$ cat src/rtl/multicycle_ctrl.sv
// multicycle_ctrl: Moore control FSM for the multicycle RV32I datapath with memory-ready stalls
module multicycle_ctrl (
   input  logic       clk,
   input  logic       reset,
   input  logic [6:0] op,
   input  logic       Zero,
   input  logic       mem_ready,
   output logic       PCWrite,
   output logic       AdrSrc,
   output logic       MemWrite,
   output logic       IRWrite,
   output logic [1:0] ResultSrc,
   output logic [1:0] ALUSrcA,
   output logic [1:0] ALUSrcB,
   output logic [1:0] ALUOp,
   output logic [2:0] ImmSrc,
   output logic       RegWrite,
   output logic       instr_done,
   output logic       illegal_op
);
   typedef enum logic [3:0] {
      FETCH, DECODE, MEMADR, MEMREAD, MEMWB, MEMWRITE,
      EXECUTER, EXECUTEI, ALUWB, BEQ, JAL, LUI
   } state_t;

   localparam logic [6:0] OP_LW  = 7'b0000011;
   localparam logic [6:0] OP_SW  = 7'b0100011;
   localparam logic [6:0] OP_R   = 7'b0110011;
   localparam logic [6:0] OP_I   = 7'b0010011;
   localparam logic [6:0] OP_BEQ = 7'b1100011;
   localparam logic [6:0] OP_JAL = 7'b1101111;
   localparam logic [6:0] OP_LUI = 7'b0110111;

   state_t state, state_next;
   logic   pc_update, branch;

   // state register; reset always lands in FETCH
   always_ff @(posedge clk)
      state <= reset ? FETCH : state_next;

   // next-state selection; unused encodings fall back to FETCH
   always_comb begin
      state_next = FETCH;
      case (state)
         FETCH:    state_next = mem_ready ? DECODE : FETCH;
         DECODE:   state_next = (op == OP_LW || op == OP_SW) ? MEMADR :
                                op == OP_R   ? EXECUTER :
                                op == OP_I   ? EXECUTEI :
                                op == OP_BEQ ? BEQ :
                                op == OP_JAL ? JAL :
                                op == OP_LUI ? LUI : FETCH;
         MEMADR:   state_next = op == OP_SW ? MEMWRITE : MEMREAD;
         MEMREAD:  state_next = mem_ready ? MEMWB : MEMREAD;
         MEMWRITE: state_next = mem_ready ? FETCH : MEMWRITE;
         EXECUTER, EXECUTEI, LUI, JAL: state_next = ALUWB;
         default:  state_next = FETCH;
      endcase
   end

   // per-state datapath controls; reset overrides with idle FETCH selects and no enables
   always_comb begin
      AdrSrc     = 1'b0;
      MemWrite   = 1'b0;
      IRWrite    = 1'b0;
      ResultSrc  = 2'b00;
      ALUSrcA    = 2'b00;
      ALUSrcB    = 2'b00;
      ALUOp      = 2'b00;
      ImmSrc     = 3'b000;
      RegWrite   = 1'b0;
      instr_done = 1'b0;
      illegal_op = 1'b0;
      pc_update  = 1'b0;
      branch     = 1'b0;
      if (reset) begin
         ResultSrc = 2'b10;
         ALUSrcB   = 2'b10;
      end else begin
         case (state)
            FETCH: begin
               ALUSrcB   = 2'b10;
               ResultSrc = 2'b10;
               IRWrite   = mem_ready;
               pc_update = mem_ready;
            end
            DECODE: begin
               ALUSrcA    = 2'b01;
               ALUSrcB    = 2'b01;
               ImmSrc     = 3'b010;
               illegal_op = !(op == OP_LW || op == OP_SW || op == OP_R || op == OP_I ||
                              op == OP_BEQ || op == OP_JAL || op == OP_LUI);
            end
            MEMADR: begin
               ALUSrcA = 2'b10;
               ALUSrcB = 2'b01;
               ImmSrc  = op == OP_SW ? 3'b001 : 3'b000;
            end
            MEMREAD: AdrSrc = 1'b1;
            MEMWB: begin
               ResultSrc  = 2'b01;
               RegWrite   = 1'b1;
               instr_done = 1'b1;
            end
            MEMWRITE: begin
               AdrSrc     = 1'b1;
               MemWrite   = 1'b1;
               instr_done = mem_ready;
            end
            EXECUTER: begin
               ALUSrcA = 2'b10;
               ALUOp   = 2'b10;
            end
            EXECUTEI: begin
               ALUSrcA = 2'b10;
               ALUSrcB = 2'b01;
               ALUOp   = 2'b10;
            end
            LUI: begin
               ALUSrcA = 2'b11;
               ALUSrcB = 2'b01;
               ImmSrc  = 3'b100;
            end
            JAL: begin
               ALUSrcA   = 2'b01;
               ALUSrcB   = 2'b10;
               ImmSrc    = 3'b011;
               pc_update = 1'b1;
            end
            ALUWB: begin
               RegWrite   = 1'b1;
               instr_done = 1'b1;
            end
            BEQ: begin
               ALUSrcA    = 2'b10;
               ALUOp      = 2'b01;
               ImmSrc     = 3'b010;
               branch     = 1'b1;
               instr_done = 1'b1;
            end
            default: ;
         endcase
      end
   end

   assign PCWrite = pc_update | (branch & Zero);
endmodule

$ cat config.mk
export PLATFORM = sky130hd
export DESIGN_NAME = multicycle_ctrl
export DESIGN_NICKNAME = d
export VERILOG_FILES = /design/src/rtl/multicycle_ctrl.sv
export SDC_FILE = /design/constraint.sdc
export NUM_CORES = 1
export LEC_CHECK = 0
export ABC_AREA = 1
export BUFFER_PORTS_ARGS = -buffer_cell sky130_fd_sc_hd__buf_2
export CORE_MARGIN = 2
export CORE_UTILIZATION = 41
export CTS_CLUSTER_DIAMETER = 200
export DETAILED_ROUTE_END_ITERATION = 10
export PLACE_DENSITY_LB_ADDON = 0.3
export SYNTH_ARGS = -nofsm -noshare
export SYNTH_HDL_FRONTEND = slang
export SYNTH_SLANG_ARGS = --single-unit
$ cat constraint.sdc
create_clock -name clk -period 2.1 [get_ports clk]
set_input_delay 0 -clock clk [delete_from_list [all_inputs] [get_ports clk]]
set_output_delay 0 -clock clk [all_outputs]
set_load 0.005 [all_outputs]
==> impl_metrics.tcl, run 1 <==
set metrics [dict create \
    finalSetupViolations 0 \
    power_density_nw_per_um2 310 \
    die_h_um 41.8 \
    placed_area_sq_um 742 \
    startpoint_type "flip-flop" \
    setup_tns_ns 0 \
    syn_inst 117 \
    die-area_sq_um 1750 \
    drtPass1Iterations 4 \
    hold_path_class "in2reg" \
    ant_nets 0 \
    r2r-start "state[1]" \
    clk_latency_ns 0.23 \
    reg2reg_depth 6 \
    grt_pass1_wl_um 2460 \
    skew_ns 0.00235 \
    relSlewSlack_pct 84.0 \
    regMostFlops "state" \
    rows 13 \
    leakagePower_nw 0.453 \
    yosys.area.top_type_share_pct 24.3 \
    fmax_ghz 0.711 \
    path_class "reg2out" \
    synth_nets 128 \
    top_regs "state (4)" \
    diodes 0 \
    largest_register_ffs 4 \
    min_from "reset" \
    tightest_slew_ns 0.238 \
    cp_slowest_cell "dfxtp_1" \
    vias 782 \
    grt_overflow 0 \
    cts.hold.buffers_added 0 \
    syn_area_per_cell_sq_um 5.02 \
    synthesis.area_sq_um 587 \
    drv_cap 0 \
    yosys_warnings 0 \
    synth_common_cells "nand2_1, inv_1, nor2_1, nand3_1, a21oi_1" \
    worstPathCellList "nand2_2 > nor2_4 > nand2_1 > nor3b_2 > buf_2" \
    grt_max_degree 14 \
    wire_per_inst_um 8.86 \
    yosys.cell_count.top_type "nand2_1" \
    first_global_vias 680 \
    syn2layout_area_growth_pct 30.3 \
    htreeDepth 1 \
    layout.nets 160 \
    cts_tree "built" \
    yosysSeqAreaShare_pct 13.6 \
    cts_setup_buffers 0 \
    via_per_inst 4.83 \
    hold_depth 2 \
    wl_um 1440 \
    cts.repair.resized 0 \
    drv_slew 0 \
    crit_path_end_kind "output port" \
    peakVddDrop_mv 0.263 \
    grtUsageTotal_pct 17.4 \
    start_util_pct 44.5 \
    cts_root_buf "clkbuf_4" \
    design_area_sq_um 764 \
    clockBufferDepth 2 \
    cp.required_ns 2.10 \
    rsz0062_at_grt "no" \
    slowest_delay_ns 0.41 \
    crit_arrival_ns 1.41 \
    finalCriticalPeriod_ns 1.41 \
    dieWidth_um 41.8 \
    synth_edf_count 0 \
    dr.first_iter.drc_count 18 \
    dp_hpwl_um 1220 \
    hold_viol 0 \
    coreArea_sq_um 1320 \
    gp_congestion 0.835 \
    io_buffers 28 \
    drive_gt1_share_pct 27.2 \
    synth_area_leader_cell "nand2_1" \
    synthArstFlopShare_pct 0 \
    ios 29 \
    antenna_found_initial 0 \
    synth.area.top_cells "nand2_1, dfxtp_1, inv_1" \
    clkSlewWorstSetupHoldPaths_ns 0.03 \
    synth_ff_type "dfxtp_1" \
    drc 0 \
    cp-startpoint "state[0]" \
    cts_sinks 4 \
    synth.distinct_cells 17 \
    yosys_register_bits 4 \
    critPathMaxFanout 7 \
    period_share_pct 67.0 \
    r2r_slack_ns 0.94 \
    numCtsBuffers 3 \
    status "complete, no violations" \
]
## path summary, 6_finish.rpt
kind | to
max | illegal_op
min | state[1]
max reg2reg | state[0]
min reg2reg | state[3]
## cell type report
cell class / count / area, sq um
Clock buffer: 3 / 22.5
Multi-Input combinational cell: 91 / 424
Tap cell: 15 / 18.8
Inverter: 21 / 78.8
Sequential cell: 4 / 80.1
Timing Repair Buffer: 28 / 140
Fill cell: 138 / 553
## per-stage QoR
stage	instances	worst slack [ns]	util [%]	hold WS (ns)	power, W
3_5_place_dp	159	0.940	56.3	0.285	0.000146
4_1_cts	162	0.680	58.0	0.104	0.000243
3_3_place_gp	159	0.924	56.3	0.276	0.000146
6_report	162	0.693	58.0	0.112	0.000237
2_1_floorplan	117	1.11	-	0.0341	0.000119
5_1_grt	162	0.538	58.0	0.118	0.000259
## cell families after synthesis
kind of cell / count (synthesis) / synth area share [%]
AOI/OAI and AO/OA: 10 / 9.38
buffers and inverters: 22 / 14.1
DFF: 4 / 13.6
and+or+nand+nor: 81 / 62.9
## critical path, delay by kind of cell (launching register included)
kind | cells | cell delay [ns]
buffers and inverters | 1 | 0.13
DFF | 1 | 0.41
and+or+nand+nor | 4 | 0.64
## power breakdown
part,switching [W],internal (W)
Sequential,0.00000243,0.0000781
Clock,0.0000280,0.0000637
Combinational,0.0000389,0.0000259
Total,0.0000693,0.000168
## layout by cell type, fill, tap and decap left out, drive strengths merged
master / instances
a21oi: 7
a31oi: 2
buf: 28
clkbuf: 3
dfxtp: 4
inv: 21
nand2: 41
nand3: 11
nand3b: 2
nor2: 23
nor3: 2
nor3b: 1
nor4: 1
o211ai: 1
## metal layers
layer  track usage [%]  wire (um)
met5                 0          0
met3              5.65        130
met4              6.45          0
met1              20.1        618
met2              29.7        687
Note: power is estimated with default switching activity, not from simulation.
==> run 2: changes to the inputs <==
==> constraint.sdc (replaced) <==
create_clock -name clk -period 1.3 [get_ports clk]
set_input_delay 0 -clock clk [delete_from_list [all_inputs] [get_ports clk]]
set_output_delay 0 -clock clk [all_outputs]
set_load 0.005 [all_outputs]
==> run 2 against run 1 <==
Worst hold slack improved by 0.018 ns. Global-route usage increased by 0.71 points. Final cell count increased by 1.9%. Setup slack got worse by 0.74 ns. Combinational power increased by 74%. Sequential power increased by 60%. Total power increased by 64%. Clock power increased by 60%. First-iteration DRC count decreased by 5.6%. Die area unchanged. Critical path depth increased by 2. The flow now finishes with violations (negative setup slack).
==> impl_metrics.tcl, run 2 (same netlist as run 1, synthesis figures left out) <==
set metrics [dict create \
    power_density_nw_per_um2 463 \
    clk_latency_ns 0.23 \
    peakVddDrop_mv 0.465 \
    cp-startpoint "state[3]" \
    htreeDepth 1 \
    crit_path_end_kind "output port" \
    crit_arrival_ns 1.34 \
    relSlewSlack_pct 82.5 \
    hold_ws_ns 0.131 \
    cp.required_ns 1.30 \
    r2r-start "state[2]" \
    dr.first_iter.drc_count 17 \
    gp_congestion 0.835 \
    status "finished, violations left" \
    p_int_w 0.000272 \
    cts_tree "built" \
    syn2layout_area_growth_pct 43.1 \
    layout_commonest_cell "nand2_1" \
    clkSlewWorstSetupHoldPaths_ns 0.04 \
    fmax_ghz 0.744 \
    wl_um 1680 \
    rr_endpoint "state[0]" \
    design_area_sq_um 840 \
    via_per_inst 4.97 \
    finalSetupViolations 1 \
    drv_slew 0 \
    placed_area_sq_um 742 \
    cp_slowest_cell "dfxtp_2" \
    drive_gt1_share_pct 40.0 \
    cts_sinks 4 \
    r2r_slack_ns 0.16 \
    skew_ns 0.00199 \
    ios 29 \
    totalPowerFinal_w 0.000389 \
    cts_root_buf "clkbuf_4" \
    path_class "reg2out" \
    dp_hpwl_um 1220 \
    hold_depth 2 \
    regMostFlops "state" \
    drtPass1Iterations 4 \
    fill_cells 125 \
    ant_nets 0 \
    grt_overflow 0 \
    p_comb_share_pct 29.0 \
    start_util_pct 44.5 \
    coreArea_sq_um 1320 \
    critPathMaxFanout 4 \
    grt_max_degree 14 \
    min_from "reset" \
    worst_path_most_repeated_cell "nand2_1" \
    io_buffers 28 \
    vias 820 \
    slowest_delay_ns 0.33 \
    die-area_sq_um 1750 \
    hold_viol 0 \
    largest_register_ffs 4 \
    rsz0062_at_grt "yes" \
    hold_path_class "in2reg" \
    diodes 0 \
    rows 13 \
    swShare_pct 30.0 \
    finalCriticalPeriod_ns 1.34 \
    leakagePower_nw 0.474 \
    first_global_vias 694 \
    reg2reg_depth 8 \
    worstPathCellList "inv_4 > nor2_4 > inv_2 > nand2_1 > nand2_1 > a31oi_1 > buf_2" \
    final_cell_mix "nand2_1, buf_2, inv_1" \
    clockPowerShare_pct 37.9 \
    startpoint_type "flip-flop" \
    wire_per_inst_um 10.2 \
    pwr-share-seq_pct 33.1 \
    drc 0 \
    numCtsBuffers 3 \
    layout.nets 163 \
    clockBufferDepth 2 \
    period_share_pct 103 \
    drv_cap 0 \
    switchingPower_w 0.000116 \
    grt_pass1_wl_um 2540 \
    grtUsageTotal_pct 18.1 \
    die_h_um 41.8 \
    hold_end "state[1]" \
    violations "negative setup slack" \
    layout_setup_ws_ns -0.0442 \
    top_regs "state (4)" \
    dieWidth_um 41.8 \
    antenna_found_initial 0 \
    tightest_slew_ns 0.262 \
]
-- run 2: cell types whose count changed in the layout (fill, tap and decap cells not counted), moves of 2 or more --
cell / delta
nand2_1: -2
nand2_2: +2
nor2_1: -3
inv_2: +4
buf_4: +3
dfxtp_2: +3
dfxtp_1: -4
nor2_4: +3
inv_1: -5
-- run 2: layout make-up --
type	instances	area, sq um	area share, %
multi-input cells	91	467	55.6
clock buffers	3	22.5	2.68
flip-flops and latches	4	87.6	10.4
inverters	21	81.3	9.69
well taps	15	18.8	2.24
repair buffers	31	163	19.4
-- run 2: power groups by stage --
| stage | Combinational [W] | Sequential [W] | Clock, W |
|---|---|---|---|
| 6_report | 0.000113 | 0.000129 | 0.000147 |
| 3_3_place_gp | 0.000104 | 0.000132 | 0 |
| 2_1_floorplan | 0.0000619 | 0.000131 | 0 |
| 5_1_grt | 0.000125 | 0.000129 | 0.000170 |
| 3_5_place_dp | 0.000104 | 0.000132 | 0 |
| 4_1_cts | 0.000107 | 0.000131 | 0.000157 |
-- run 2: critical path: cells and delay by family, from the launching register on --
| family | cells | cell delay, ns |
|---|---|---|
| buf+inv | 3 | 0.27 |
| simple gates | 3 | 0.32 |
| flops | 1 | 0.33 |
| compound gates | 1 | 0.20 |
-- run 2: what timing repair did --
| action | in CTS | in global routing |
|---|---|---|
| setup endpoints to repair | 7 | 11 |
| hold endpoints to repair | 0 | 0 |
| gates cloned | 0 | 0 |
| pin swaps | 1 | 5 |
| gates resized for setup | 6 | 16 |
| setup buffers | 1 | 2 |
| hold buffers | 0 | 0 |
-- run 2: worst max path at each step --
stage                     cells after the start  slack, ns    endpoint
after floorplan                               9       0.31    state[2]
after global placement                        5       0.12  illegal_op
after detailed placement                      5       0.14  illegal_op
after CTS                                     7      0.008  ALUSrcA[0]
after global routing                          7      -0.11  ALUSrcB[0]
final                                         7      -0.04  ALUSrcB[0]
-- run 2: layer usage --
metal,up-vias,part of all wire [%],track usage (%)
met1,350,44,20.1
met5,-,0,0
met2,39,49,32.2
li1,429,-,-
met4,0,1.2,6.45
met3,2,6.4,5.65
-- run 2: through the flow --
stage / setup TNS, ns / utilization [%] / std cells / worst slack [ns]
after floorplan: 0 / - / 117 / 0.309
after global placement: 0 / 56.3 / 159 / 0.124
after detailed placement: 0 / 56.3 / 159 / 0.140
after CTS: 0 / 59.4 / 163 / 0.00792
after global routing: -0.400 / 63.7 / 165 / -0.106
final: -0.0442 / 63.7 / 165 / -0.0442
